## src/rtl/sub_serial_if.sv

```systemverilog
// Operand/result handshake bundle for the bit-serial subtractor.
// Port m exists only when SUB_SERIAL_MOD_CORRECT_EN is defined.
`timescale 1ns/1ps
interface sub_serial_if #(
    parameter int WIDTH = 8
);
    logic             in_valid;
    logic             in_ready;
    logic [WIDTH-1:0] a;
    logic [WIDTH-1:0] b;
`ifdef SUB_SERIAL_MOD_CORRECT_EN
    logic [WIDTH-1:0] m;
`endif
    logic             out_valid;
    logic             out_ready;
    logic [WIDTH-1:0] diff;
    logic             borrow;

    modport master (
`ifdef SUB_SERIAL_MOD_CORRECT_EN
        output m,
`endif
        output in_valid, a, b, out_ready,
        input  in_ready, out_valid, diff, borrow
    );

    modport slave (
`ifdef SUB_SERIAL_MOD_CORRECT_EN
        input  m,
`endif
        input  in_valid, a, b, out_ready,
        output in_ready, out_valid, diff, borrow
    );
endinterface

```

## src/rtl/sub_serial.sv

```systemverilog
// Bit-serial unsigned subtractor, one bit per cycle LSB first, with valid/ready on both sides.
// Define SUB_SERIAL_MOD_CORRECT_EN to add a serial "+m" correction pass when a < b.
`timescale 1ns/1ps
module sub_serial #(
    parameter int WIDTH = 8
) (
    input  logic           clk,
    input  logic           rst_n,
    sub_serial_if.slave    bus
);
    localparam int CW = (WIDTH > 2) ? $clog2(WIDTH) : 1;
    localparam logic [CW-1:0] LAST = CW'(WIDTH - 1);

    typedef enum logic [1:0] {IDLE, SUB, CORR, DONE} state_t;

    state_t           state_r, state_nxt;
    logic [CW-1:0]    cnt_r;
    logic             br_r, br_nxt;
    logic [WIDTH-1:0] res_r, res_nxt;
    logic [WIDTH-1:0] diff_r;
    logic             borrow_r;
    logic [WIDTH-1:0] a_r, b_r;
`ifdef SUB_SERIAL_MOD_CORRECT_EN
    logic [WIDTH-1:0] m_r;
`endif
    logic             last;

    // Full-subtractor bit: returns {borrow_out, diff_bit}.
    function automatic logic [1:0] sub_bit(input logic ai, input logic bi, input logic bri);
        sub_bit = {(~ai & bi) | (~(ai ^ bi) & bri), ai ^ bi ^ bri};
    endfunction

    // Full-adder bit: returns {carry_out, sum_bit}.
    function automatic logic [1:0] add_bit(input logic xi, input logic yi, input logic ci);
        add_bit = {(xi & yi) | (ci & (xi ^ yi)), xi ^ yi ^ ci};
    endfunction

    always_comb begin
        state_nxt = state_r;
        res_nxt   = res_r;
        br_nxt    = br_r;
        last      = (cnt_r == LAST);
        case (state_r)
            IDLE: if (bus.in_valid) state_nxt = SUB;
            SUB: begin
                {br_nxt, res_nxt[cnt_r]} = sub_bit(a_r[cnt_r], b_r[cnt_r], br_r);
                if (last) begin
`ifdef SUB_SERIAL_MOD_CORRECT_EN
                    state_nxt = br_nxt ? CORR : DONE;
`else
                    state_nxt = DONE;
`endif
                end
            end
            CORR: begin
`ifdef SUB_SERIAL_MOD_CORRECT_EN
                {br_nxt, res_nxt[cnt_r]} = add_bit(res_r[cnt_r], m_r[cnt_r], br_r);
                if (last) state_nxt = DONE;
`else
                state_nxt = IDLE;
`endif
            end
            DONE: if (bus.out_ready) state_nxt = IDLE;
            default: state_nxt = IDLE;
        endcase
    end

    always_ff @(posedge clk or negedge rst_n) begin
        if (!rst_n) begin
            state_r  <= IDLE;
            cnt_r    <= '0;
            br_r     <= 1'b0;
            res_r    <= '0;
            diff_r   <= '0;
            borrow_r <= 1'b0;
        end else begin
            state_r <= state_nxt;
            case (state_r)
                IDLE: begin
                    if (bus.in_valid) begin
                        cnt_r <= '0;
                        br_r  <= 1'b0;
                    end
                end
                SUB, CORR: begin
                    res_r <= res_nxt;
                    if (last) begin
                        // br_r doubles as the carry of the correction pass, so it restarts at 0.
                        cnt_r <= '0;
                        br_r  <= 1'b0;
                        if (state_nxt == DONE) begin
                            diff_r   <= res_nxt;
                            borrow_r <= (state_r == CORR) | br_nxt;
                        end
                    end else begin
                        cnt_r <= cnt_r + CW'(1);
                        br_r  <= br_nxt;
                    end
                end
                default: ;
            endcase
        end
    end

    // Operand registers only load on acceptance and need no reset.
    always_ff @(posedge clk) begin
        if (state_r == IDLE && bus.in_valid) begin
            a_r <= bus.a;
            b_r <= bus.b;
`ifdef SUB_SERIAL_MOD_CORRECT_EN
            m_r <= bus.m;
`endif
        end
    end

    assign bus.in_ready  = (state_r == IDLE);
    assign bus.out_valid = (state_r == DONE);
    assign bus.diff      = diff_r;
    assign bus.borrow    = borrow_r;
endmodule
```

## src/flat_wrapper.sv

```systemverilog
// flat-port wrapper written by rule: the top's interface ports become plain ports
module sub_serial_flat 
#(
    parameter int WIDTH = 8
)
  (clk, rst_n, bus_in_valid, bus_a, bus_b, bus_out_ready, bus_in_ready, bus_out_valid, bus_diff, bus_borrow);
  sub_serial_if #(.WIDTH(WIDTH)) bus_i ();
  input  logic clk;
  input  logic rst_n;
  input wire logic [$bits(bus_i.in_valid)-1:0] bus_in_valid;
  input wire logic [$bits(bus_i.a)-1:0] bus_a;
  input wire logic [$bits(bus_i.b)-1:0] bus_b;
  input wire logic [$bits(bus_i.out_ready)-1:0] bus_out_ready;
  output wire logic [$bits(bus_i.in_ready)-1:0] bus_in_ready;
  output wire logic [$bits(bus_i.out_valid)-1:0] bus_out_valid;
  output wire logic [$bits(bus_i.diff)-1:0] bus_diff;
  output wire logic [$bits(bus_i.borrow)-1:0] bus_borrow;
  assign bus_i.in_valid = bus_in_valid;
  assign bus_i.a = bus_a;
  assign bus_i.b = bus_b;
  assign bus_i.out_ready = bus_out_ready;
  assign bus_in_ready = bus_i.in_ready;
  assign bus_out_valid = bus_i.out_valid;
  assign bus_diff = bus_i.diff;
  assign bus_borrow = bus_i.borrow;
  sub_serial #(.WIDTH(WIDTH)) u_core (.clk(clk), .rst_n(rst_n), .bus(bus_i));
endmodule
```

## config.mk

```make
export PLATFORM = sky130hd
export DESIGN_NAME = sub_serial_flat
export DESIGN_NICKNAME = d
export VERILOG_FILES = /design/src/rtl/sub_serial_if.sv /design/src/rtl/sub_serial.sv /design/src/flat_wrapper.sv
export SDC_FILE = /design/constraint.sdc
export NUM_CORES = 1
export LEC_CHECK = 0
export ABC_AREA = 1
export BUFFER_PORTS_ARGS = -buffer_cell sky130_fd_sc_hd__buf_2
export CAP_MARGIN = 20
export CORE_ASPECT_RATIO = 1.1
export CORE_MARGIN = 3
export CORE_UTILIZATION = 52
export CTS_BUF_LIST = sky130_fd_sc_hd__clkbuf_8
export DETAILED_ROUTE_END_ITERATION = 10
export GPL_TIMING_DRIVEN = 0
export PLACE_DENSITY = 0.77
export SLEW_MARGIN = 15
export SYNTH_ARGS = -nofsm -noshare
export SYNTH_HDL_FRONTEND = slang
export SYNTH_SLANG_ARGS = --single-unit
```

## constraint.sdc

```tcl
create_clock -name clk -period 1.95 [get_ports clk]
set_input_delay 0.0975 -clock clk [delete_from_list [all_inputs] [get_ports clk]]
set_output_delay 0.0975 -clock clk [all_outputs]
set_load 0.01 [all_outputs]
```

==> flow_metrics.tcl <==
set metrics [dict create \
    drt_iter0_drc 97 \
    cts_made_buffers 5 \
    cp_data_required_time_ns 2.18 \
    hold_violations 0 \
    antenna_cells 0 \
    start_kind "register" \
    min-delay-start "bus_out_ready" \
    syn_area_per_cell_sq_um 8.76 \
    clkLatencyLatePin_ns 0.29 \
    core_sq_um 3410 \
    path_cells "buf_6 > inv_4 > buf_6 > buf_6 > o211ai_1 > nand2_1 > nor3_2 > fa_2 > buf_8 > nand3_1 > o21ai_2 > inv_2 > nand2_1 > nand2_1" \
    period_share 1.16 \
    cellPowerDensity_nw_per_um2 1550 \
    end_kind "register" \
    place_ws_ns -0.267 \
    cts_sinks 39 \
    fmax_mhz 441 \
    grt_usage 0.216 \
    io_pins 31 \
    tritoncts "yes" \
    fin_setup_tns_ns -4.51 \
    ys_seq_area_frac 0.555 \
    r2r-start "u_core.cnt_r[0]$_DFFE_PN0P_" \
    peakVddDrop_uv 891 \
    utilization 0.759 \
    slew_viol_final 0 \
    start_util 0.557 \
    met2_usage 0.389 \
    max_stage_delay_ns 0.48 \
    rsz0062_at_grt "true" \
    ys_types 27 \
    min_to "u_core.state_r[1]$_DFF_PN0_" \
    viasPerCell 4.94 \
    dr.pass1.iters 4 \
    rr_worst_depth 14 \
    syn_area_sq_um 1900 \
    postSynthCellCount 217 \
    max_slew_margin 0.654 \
    avgRoutedWirePerCell_microns 13.0 \
    cpLargestDelayFamily "buffers and inverters" \
    drt_wl_total_microns 4280 \
    ant_nets 0 \
    place.gp.congestion 0.818 \
    grt-ovfl-total 0 \
    post-route-min-period_ns 2.27 \
    clkTransAtPathRegs_ns 0.07 \
    crit_fanout 8 \
    use_met3 0.0519 \
    postLayoutSetupSlackWorst_ns -0.317 \
    r2r-end "u_core.bus.diff[6]$_DFFE_PN0P_" \
    antenna_found_initial 0 \
    drc 0 \
    clock-root-buffer "clkbuf_8" \
    grt.busiest_layer "met2" \
    grt_max_degree 24 \
    finalClockSkew_ns 0.00506 \
    hold_ws_ns 0.150 \
    dp.cells 295 \
    io_buffers 30 \
    ys_seq_elements 39 \
    vias 1620 \
    layout-drive-gt1-share 0.343 \
    layout.cells.non_filler 328 \
    hp-class "in2reg" \
    min_path_cells 4 \
    fill_cells 259 \
    cap_violations 0 \
    path_class "reg2reg" \
    yosys_warnings 0 \
    cp_slowest_cell "fa_2" \
    fin_nets 306 \
    die_h_microns 69.4 \
    p_leak_nw 1.27 \
    synth_nets 244 \
    status "finished, violations left" \
    arrival_ns 2.50 \
    use_met1 0.245 \
    syn2layout_area_growth_pct 36.2 \
    die_w_microns 63.7 \
    grt_pass1_vias 1687 \
    clock_path_buffers 2 \
    rrSetupSlack_ns -0.32 \
    hpwl_microns 2560 \
    rows 22 \
    tightest_slew_ns 0.519 \
    h-tree-depth 2 \
    die_area_sq_um 4420 \
    violations "negative setup slack" \
    cp.buffers_inverters 6 \
    grt_pass1_wl_microns 7600 \
    setup_viol 17 \
]
power breakdown:
part / internal, mW / switching (mW) / total [mW] / leakage (nW)
logic: 0.889 / 1.26 / 2.15 / 0.775
clock network: 0.374 / 0.274 / 0.648 / 0.0556
registers: 1.07 / 0.150 / 1.23 / 0.445
total: 2.34 / 1.69 / 4.02 / 1.27
registers in the layout, indices dropped and copies added, names as in the netlist:
signal and cells:
u_core.state_r 2, u_core.bus.borrow 1, u_core.br_r 1, u_core.bus.diff 8, u_core.cnt_r 3, u_core.res_r 8, u_core.a_r 8, u_core.b_r 8
synthesized netlist by cell type:
library cell / count / area [sq um]
nand2_1: 66 / 248
dfrtp_1: 23 / 576
inv_1: 21 / 78.8
nor2_1: 18 / 67.6
o21ai_1: 18 / 90.1
edfxtp_1: 16 / 480
nand3_1: 13 / 65.1
inv_2: 7 / 26.3
ha_1: 6 / 75.1
o21ai_0: 6 / 30.0
nor2_2: 3 / 18.8
clkbuf_1: 2 / 7.51
nand2_2: 2 / 12.5
o21bai_1: 2 / 15.0
or2_2: 2 / 12.5
a21oi_1: 1 / 5.00
a21oi_2: 1 / 8.76
and3_1: 1 / 6.26
buf_2: 1 / 5.00
buf_4: 1 / 7.51
clkinv_1: 1 / 3.75
fa_1: 1 / 20.0
nand3_2: 1 / 10.0
nor2_4: 1 / 11.3
nor3_1: 1 / 5.00
o211ai_1: 1 / 7.51
o21ai_2: 1 / 8.76
worst max path at each step:
stage | startpoint | end | depth (start not counted)
floorplan | u_core.cnt_r[0]$_DFFE_PN0P_ | u_core.bus.diff[5]$_DFFE_PN0P_ | 12
global placement | u_core.cnt_r[1]$_DFFE_PN0P_ | u_core.bus.diff[2]$_DFFE_PN0P_ | 12
detailed placement | u_core.cnt_r[1]$_DFFE_PN0P_ | u_core.bus.diff[6]$_DFFE_PN0P_ | 12
CTS | u_core.cnt_r[0]$_DFFE_PN0P_ | u_core.bus.diff[6]$_DFFE_PN0P_ | 13
global route | u_core.cnt_r[0]$_DFFE_PN0P_ | u_core.bus.diff[5]$_DFFE_PN0P_ | 14
finish | u_core.cnt_r[0]$_DFFE_PN0P_ | u_core.bus.diff[6]$_DFFE_PN0P_ | 14
per-stage QoR:
stage          power (mW)  area [sq um]
3_5_place_dp         2.92          2160
6_report             4.02          2590
2_1_floorplan        2.54          1950
3_3_place_gp         2.88          2160
4_1_cts              3.83          2550
5_1_grt              4.35          2590
area by class of cell:
type,count,area [sq um],area share
timing repair buffer,55,384,0.148
sequential,39,1060,0.409
buffer,4,41.3,0.0159
clock inverter,3,38.8,0.0150
clock buffer,5,68.8,0.0266
inverter,29,115,0.0444
tap,48,60.1,0.0232
multi-input combinational,145,823,0.318
repair_timing:
item / 4_1_cts / 5_1_grt
pin swaps: 2 / 8
gates cloned: 1 / 0
resized for setup: 19 / 16
hold endpoints to repair: 39 / 0
hold buffers: 17 / 0
setup endpoints to repair: 18 / 35
setup buffers: 7 / 0
per-layer routing:
metal | vias up | share of wire
met4 | 0 | 0.016
met1 | 746 | 0.41
met5 | - | 0
met2 | 48 | 0.53
met3 | 8 | 0.046
li1 | 818 | -
cells in the final DEF, fill, tap and decap left out, drive strengths merged:
| cell | count |
|---|---|
| o211ai | 1 |
| edfxtp | 16 |
| fa | 1 |
| nand3 | 14 |
| clkinv | 2 |
| o21bai | 2 |
| clkbuf | 6 |
| and3 | 1 |
| nor3 | 1 |
| ha | 6 |
| bufinv | 1 |
| dlygate4sd3 | 17 |
| o21ai | 25 |
| dfrtp | 23 |
| nand2 | 68 |
| or2 | 2 |
| a21oi | 2 |
| buf | 41 |
| inv | 28 |
| clkinvlp | 1 |
| nor2 | 22 |
logic make-up (layout without fill, tap and decap cells):
| family | Yosys count | count (layout) | synth area share |
|---|---|---|---|
| compound gates | 30 | 30 | 0.0868 |
| fa+ha+maj | 7 | 7 | 0.0500 |
| buf+inv | 33 | 96 | 0.0678 |
| flops | 39 | 39 | 0.555 |
| simple gates | 108 | 108 | 0.240 |
worst min-delay path: cells and delay by family:
kind            cells  cell delay [ns]
simple gates        1             0.10
compound gates      1             0.08
buf+inv             2             0.11
(Power assumes the default switching activity.)
